`src/rtl/ldtu_encoder_pq.sv`:
```
// ldtu_encoder_pq
//   Packs a stream of 13-bit samples into 32-bit words for the serialiser.
//   Runs of baseline samples are truncated to BAS_W bits and packed NBAS to a
//   word. Signal samples are packed in pairs. A raw-pair fallback mode, orbit
//   header words and an output FIFO with overflow detection are included.
//
// Ports
//   CLK          rising-edge clock
//   rst_b        asynchronous active-low reset
//   in_valid     sample qualifier for in_data / in_bas
//   in_data      13-bit sample
//   in_bas       1 = baseline sample, 0 = signal sample
//   orbit        one-cycle orbit marker (independent of in_valid)
//   fallback     level, 1 = raw-pair mode
//   out_data     FIFO head word (32'hF000_0000 when empty)
//   out_valid    FIFO not empty
//   out_ready    consumer accepts the head word
//   fifo_level   FIFO occupancy
//   overflow     sticky flag, set when a cycle's pushes had to be dropped
//
// Handshake: a word transfers on a rising edge where out_valid and out_ready
// are both 1. While out_valid=1 and out_ready=0 the head word is held stable,
// and out_valid never drops without a transfer (only reset clears it).
module ldtu_encoder_pq #(
    parameter int          BAS_W  = 6,
    parameter int          DEPTH  = 4,
    parameter logic [12:0] HEADER = 13'b1111000001111,
    parameter logic [12:0] SYNC   = 13'b0101010101010
) (
    input  logic                    CLK,
    input  logic                    rst_b,
    input  logic                    in_valid,
    input  logic [12:0]             in_data,
    input  logic                    in_bas,
    input  logic                    orbit,
    input  logic                    fallback,
    output logic [31:0]             out_data,
    output logic                    out_valid,
    input  logic                    out_ready,
    output logic [$clog2(DEPTH):0]  fifo_level,
    output logic                    overflow
);

    localparam int NBAS = 30 / BAS_W;
    localparam int AW   = $clog2(DEPTH);
    localparam int LW   = AW + 1;

    // Packer state
    logic [3:0]  k_q, k_d;
    logic        p_q, p_d;
    logic        f_q, f_d;
    logic        fb_q;
    logic [29:0] bas_q, bas_d;
    logic [12:0] sig_q, sig_d;
    logic [12:0] fbs_q, fbs_d;
    logic [12:0] orbit_cnt_q, orbit_cnt_d;

    // FIFO state
    logic [31:0]   mem [DEPTH];
    logic [AW-1:0] wp_q, wp_d;
    logic [AW-1:0] rp_q, rp_d;
    logic [LW-1:0] cnt_q, cnt_d;
    logic          ovf_q, ovf_d;

    // Candidate pushes of this cycle, in processing order
    logic        fl_v, hd_v, sm_v;
    logic [31:0] fl_w, hd_w, sm_w;
    logic [31:0] part_w;
    logic        flush;

    always_comb begin
        k_d         = k_q;
        p_d         = p_q;
        f_d         = f_q;
        bas_d       = bas_q;
        sig_d       = sig_q;
        fbs_d       = fbs_q;
        orbit_cnt_d = orbit_cnt_q;
        fl_v        = 1'b0;
        fl_w        = '0;
        hd_v        = 1'b0;
        hd_w        = '0;
        sm_v        = 1'b0;
        sm_w        = '0;
        // Unused baseline slots are always zero, so the count field can be ORed in.
        part_w      = {2'b10, bas_q | (30'(k_q) << (30 - BAS_W))};
        flush       = orbit | (fallback != fb_q);

        // Flush the open partial using the state of the old mode.
        if (flush) begin
            if (k_q != 4'd0) begin
                fl_v = 1'b1;
                fl_w = part_w;
            end else if (p_q) begin
                fl_v = 1'b1;
                fl_w = {6'b001011, SYNC, sig_q};
            end else if (f_q) begin
                fl_v = 1'b1;
                fl_w = {4'b1111, 1'b1, ~^fbs_q, 13'd0, fbs_q};
            end
            k_d   = 4'd0;
            p_d   = 1'b0;
            f_d   = 1'b0;
            bas_d = '0;
        end

        if (orbit) begin
            hd_v        = 1'b1;
            hd_w        = {6'b001011, HEADER, orbit_cnt_q};
            orbit_cnt_d = orbit_cnt_q + 13'd1;
        end

        // Sample handling sees the post-flush state and the new mode. Whenever
        // k_d/p_d/f_d are still set here no flush happened, so the _q copies
        // (sig_q, fbs_q, part_w) are the live pending values.
        if (in_valid) begin
            if (fallback) begin
                if (!f_d) begin
                    fbs_d = in_data;
                    f_d   = 1'b1;
                end else begin
                    sm_v = 1'b1;
                    sm_w = {4'b1111, ~^in_data, ~^fbs_q, in_data, fbs_q};
                    f_d  = 1'b0;
                end
            end else if (in_bas) begin
                if (p_d) begin
                    sm_v  = 1'b1;
                    sm_w  = {6'b001011, SYNC, sig_q};
                    p_d   = 1'b0;
                    bas_d = 30'(in_data[BAS_W-1:0]);
                    k_d   = 4'd1;
                end else begin
                    bas_d = bas_d | (30'(in_data[BAS_W-1:0]) << (int'(k_d) * BAS_W));
                    if (int'(k_d) + 1 == NBAS) begin
                        sm_v  = 1'b1;
                        sm_w  = {2'b01, bas_d};
                        k_d   = 4'd0;
                        bas_d = '0;
                    end else begin
                        k_d = k_d + 4'd1;
                    end
                end
            end else begin
                if (k_d != 4'd0) begin
                    sm_v  = 1'b1;
                    sm_w  = part_w;
                    k_d   = 4'd0;
                    bas_d = '0;
                    sig_d = in_data;
                    p_d   = 1'b1;
                end else if (!p_d) begin
                    sig_d = in_data;
                    p_d   = 1'b1;
                end else begin
                    sm_v = 1'b1;
                    sm_w = {6'b001010, in_data, sig_q};
                    p_d  = 1'b0;
                end
            end
        end
    end

    // At most two candidates are valid in one cycle; A is the earlier one.
    logic [31:0]   word_a, word_b;
    logic [LW-1:0] n_push, free_sp, accept;
    logic          drop, pop;

    always_comb begin
        word_a  = fl_v ? fl_w : (hd_v ? hd_w : sm_w);
        word_b  = (fl_v && hd_v) ? hd_w : sm_w;
        n_push  = LW'(fl_v) + LW'(hd_v) + LW'(sm_v);
        // Free space excludes this cycle's pop.
        free_sp = LW'(DEPTH) - cnt_q;
        drop    = (n_push > free_sp);
        accept  = drop ? '0 : n_push;
        pop     = out_valid & out_ready;
        cnt_d   = cnt_q + accept - LW'(pop);
        wp_d    = wp_q + AW'(accept);
        rp_d    = rp_q + AW'(pop);
        ovf_d   = ovf_q | drop;
    end

    always_ff @(posedge CLK) begin
        if (accept != '0) begin
            mem[wp_q] <= word_a;
        end
        if (accept == LW'(2)) begin
            mem[wp_q + AW'(1)] <= word_b;
        end
    end

    always_ff @(posedge CLK or negedge rst_b) begin
        if (!rst_b) begin
            k_q         <= '0;
            p_q         <= 1'b0;
            f_q         <= 1'b0;
            fb_q        <= 1'b0;
            bas_q       <= '0;
            sig_q       <= '0;
            fbs_q       <= '0;
            orbit_cnt_q <= '0;
            wp_q        <= '0;
            rp_q        <= '0;
            cnt_q       <= '0;
            ovf_q       <= 1'b0;
        end else begin
            k_q         <= k_d;
            p_q         <= p_d;
            f_q         <= f_d;
            fb_q        <= fallback;
            bas_q       <= bas_d;
            sig_q       <= sig_d;
            fbs_q       <= fbs_d;
            orbit_cnt_q <= orbit_cnt_d;
            wp_q        <= wp_d;
            rp_q        <= rp_d;
            cnt_q       <= cnt_d;
            ovf_q       <= ovf_d;
        end
    end

    assign out_valid  = (cnt_q != '0);
    assign out_data   = out_valid ? mem[rp_q] : 32'hF000_0000;
    assign fifo_level = cnt_q;
    assign overflow   = ovf_q;

endmodule

```
`config.mk`:
```
export PLATFORM = sky130hd
export DESIGN_NAME = ldtu_encoder_pq
export DESIGN_NICKNAME = d
export VERILOG_FILES = /design/src/rtl/ldtu_encoder_pq.sv
export SDC_FILE = /design/constraint.sdc
export NUM_CORES = 1
export LEC_CHECK = 0
export ABC_CLOCK_PERIOD_IN_PS = 7200
export CORE_ASPECT_RATIO = 0.6
export CORE_MARGIN = 1
export CORE_UTILIZATION = 33
export DETAILED_ROUTE_END_ITERATION = 10
export GPL_ROUTABILITY_DRIVEN = 1
export SLEW_MARGIN = 10
export SYNTH_ARGS = -nofsm -noshare
export SYNTH_HDL_FRONTEND = slang
export SYNTH_SLANG_ARGS = --single-unit
```
`constraint.sdc`:
```
create_clock -name CLK -period 7.2 [get_ports CLK]
set_clock_uncertainty 0.05 [all_clocks]
set_input_delay 1.44 -clock CLK [delete_from_list [all_inputs] [get_ports CLK]]
set_output_delay 1.44 -clock CLK [all_outputs]
set_load 0.005 [all_outputs]
```
==> results.md <==
* Gates resized, CTS repair at 0
* H-tree depth at 1
* Uppermost routed layer: met4
* Largest net degree at the start of global routing at 67
* Routed met2 length at 19.9 mm
* Tmin final at around 7 ns
* GR Util All Layers at between 20% and 30%
* Die Width at 265 um
* Antenna Nets Post-Route at 0
* Simple-Gate Fraction of Synth Area at 15.7%
* Fin nets at around 1500
* Outcome: complete, no violations
* Root Driver: clkbuf_16
* Mean Syn Cell Area at 9.77 sq um
* Placer Congestion at about 1
* CTS Buf Count at 22
* R2r setup slk at between 1 and 1.5 ns
* Leak at about 5.8 nW
* Register Area at 0.00595 sq mm
* Endpoints failing setup at 0
* Worst-Margin Slew at 1.18 ns
* Final HPWL DP at 37.4 mm
* Met1 WL at between 20 and 25 mm
* Unique cell type count in the Yosys netlist at 92
* Dpl cells at between 1500 and 2000
* I/O Buffers at between 50 and 60
* Post-CTS Setup Bufs at 0
* Final Cycle Share at between 90% and 100%
* Initial antenna violation count at 0
* Clock-pin slew on the worst setup and hold paths at around 0.070 ns
* Synthesized instance count at 1402
* Area growth syn-to-layout at 14.1%
* Layout cell share with drive strength beyond 1 at roughly 14%
* Yosys warns at 0
* Vias/cell at just over 6
* First-pass DRT Iterations at 6
* Clock sink count at ~210
* Clock Latency Late Sink at between 0.5 and 0.6 ns
* Critical Path RT at between 7 and 8 ns
* Largest family of logic cells by synthesized area: compound AO/OA/AOI/OAI gates
* Power Dens Cells at approximately 330 mW/mm^2
* Register area share after synthesis at between 40% and 50%
* Synthesis-stage register bit count at 212
* VDD IR max at about 0.18 mV
* Initial Utilization at between 30 and 40%
* Synth Area in Compound Gates at approximately 22%
* RSZ-0062 raised after global routing: false
* CP arrival at between 7 and 8 ns
* Die area at between 0.04 and 0.05 sq mm
* Synth cell count leaders: nand2_1 (162), edfxtp_1 (128), o21ai_0 (119)
* Max cap viols at 0
* Area contributors post-synth: edfxtp_1 (28%), dfrtp_1 (15%), mux4_2 (5.3%), nand2_1 (4.4%), o21ai_0 (4.3%)
* Post-cts hold buffer count at 0
* Area of the multi-input gates at just over 0.007 sq mm
* Placement row count at 57
* Placed inst area at ~0.015 sq mm
* Fill count at 4045
* Synthesized cell area at 0.0137 sq mm
* Synth Area in XOR/XNOR at between 3 and 4%
* Primary FF master, synth: edfxtp_1
* Number of synthesized flops with an enable pin at 128
* Worst rel slew slack at 21.2%
* Syn_nets at 1443
* CTS tree: built
* # diodes at 0
* Ys async rst share at 39.6%
* Grt ovf at 0
* Slew Limit Fails at 0
* Setup crit end kind: flop
* Final Hold Vio Count at 0
* Startpoint types: primary input
* Most numerous cell in the Yosys netlist: nand2_1
* CTS Buffer Depth at 3
* Top-area cell type share of the netlist area at 28.1%
* Max Freq at about 0.15 GHz
* DR vias at 12400
* Die Height at approximately 160 um
* I/O Pins at 57
* Fin area at between 0.015 and 0.02 sq mm
* Setup TNS Final at 0 ns
* Wire length on met3 at between 7 and 8 mm
* Drc violations at 0
* CP Class: primary input to flop
* Leading area contributor after synthesis: edfxtp_1
* Drt wl/cell at approximately 26 um
* Drt first-iter violations at 1953
* Synth Area in Adders at 2.08%
* Fin cells at 2008
* Hold Path Class: flop to flop
* Portion of netlist area occupied by mux cells at 9.27%
* First-pass GRT wire length at roughly 77 mm
* Vias in the first global route at around 12000
* Core ar. at about 0.041 sq mm
* CP max FO at 18
* Routed Wire Length at between 50 and 60 mm
## path summary, 6_finish.rpt
| kind | depth (start not counted) | end | from |
|---|---|---|---|
| min in group asynchronous | 1 | orbit_cnt_q[9] | rst_b |
| max | 21 | mem[0][4] | fallback |
| max reg2reg | 20 | mem[0][4] | fb_q |
| min reg2reg | 1 | overflow | overflow |
| max in group asynchronous | 2 | bas_q[17] | rst_b |
| min | 1 | overflow | overflow |
## final cells by class
cell class | count | area share (%)
Multi-Input combinational cell | 1057 | 46.1
Sequential cell | 212 | 38.0
Timing Repair Buffer | 117 | 6.74
Tap cell | 560 | 4.48
Clock buffer | 27 | 3.64
Inverter | 22 | 0.560
Clock inverter | 13 | 0.464
## through the flow
stage / power [mW] / worst slack (ns) / util [%] / hold slack (ns)
final: 5.11 / 0.344 / 38.4 / 0.435
after global routing: 5.38 / 0.0927 / 38.4 / 0.454
after CTS: 5.13 / 0.504 / 38.4 / 0.442
after detailed placement: 4.06 / -0.0712 / 36.8 / 0.423
after global placement: 4.03 / 0.167 / 36.8 / 0.430
after floorplan: 3.11 / 0.675 / - / 0.409
## registers in the layout, indices dropped and copies added (netlist names)
name and count:
wp_q 2, mem 128, overflow 1, p_q 1
f_q 1, k_q 4, rp_q 2, bas_q 30
fifo_level 3, fbs_q 13, sig_q 13, orbit_cnt_q 13
fb_q 1
## cells by family after synthesis
logic type,count (synthesis)
xor gates and xnor gates,47
DFF,212
AOI/OAI and AO/OA,450
buffers and inverters,133
muxes,83
adders and majority gates,21
and+or+nand+nor,456
## where the power goes
part	switching, mW	internal [mW]	total, mW	leakage, nW
clock network	0.508	0.564	1.07	0.307
logic	1.11	1.00	2.11	3.22
registers	0.186	1.74	1.93	2.28
## metal layers
metal  global-route usage [%]  vias up
met5                        0        -
met4                     6.46        0
met3                     7.90      111
met2                     32.0      853
met1                     37.1     6067
li1                         -     5349
## cells in the final DEF (no fill, tap or decap), drive strengths merged, types with 8 or more instances in the layout
| cell type | netlist | layout |
|---|---|---|
| a211oi | 8 | 8 |
| nand3 | 37 | 37 |
| nor2 | 115 | 115 |
| xor2 | 12 | 12 |
| o211ai | 11 | 11 |
| edfxtp | 128 | 128 |
| nand3b | 8 | 8 |
| mux4 | 32 | 32 |
| inv | 21 | 21 |
| ha | 18 | 18 |
| o31ai | 8 | 8 |
| clkinv | 1 | 12 |
| nor2b | 10 | 10 |
| o21ai | 134 | 134 |
| o21a | 12 | 12 |
| o22ai | 12 | 12 |
| nor3 | 21 | 21 |
| buf | 37 | 62 |
| a22oi | 35 | 35 |
| and2 | 39 | 39 |
| dfrtp | 84 | 84 |
| xnor2 | 35 | 35 |
| clkdlybuf4s50 | 0 | 55 |
| o221ai | 12 | 12 |
| a221oi | 19 | 19 |
| and3 | 21 | 21 |
| nand4 | 10 | 10 |
| mux2i | 20 | 20 |
| nand2 | 164 | 164 |
| clkbuf | 74 | 27 |
| a221o | 10 | 10 |
| a32oi | 14 | 14 |
| a21oi | 99 | 99 |
| a31oi | 10 | 10 |
| nand2b | 11 | 11 |
| a21o | 9 | 9 |
| mux2 | 31 | 31 |
## worst max-delay path, stage by stage
cell	delay, ns
clkdlybuf4s50_1	0.47
xnor2_2	0.32
nand2_1	0.21
inv_1	0.19
ha_1	0.21
a21boi_0	0.09
o211ai_1	0.36
o211a_1	0.24
nand2_1	0.08
nand2_1	0.10
nand2_1	0.14
fa_1	0.44
inv_1	0.12
ha_1	0.25
nor2b_1	0.15
o211ai_2	0.27
and2_1	0.33
inv_1	0.15
or2_2	0.49
a21oi_1	0.76
o221ai_1	0.24
(Power assumes the default switching activity.)
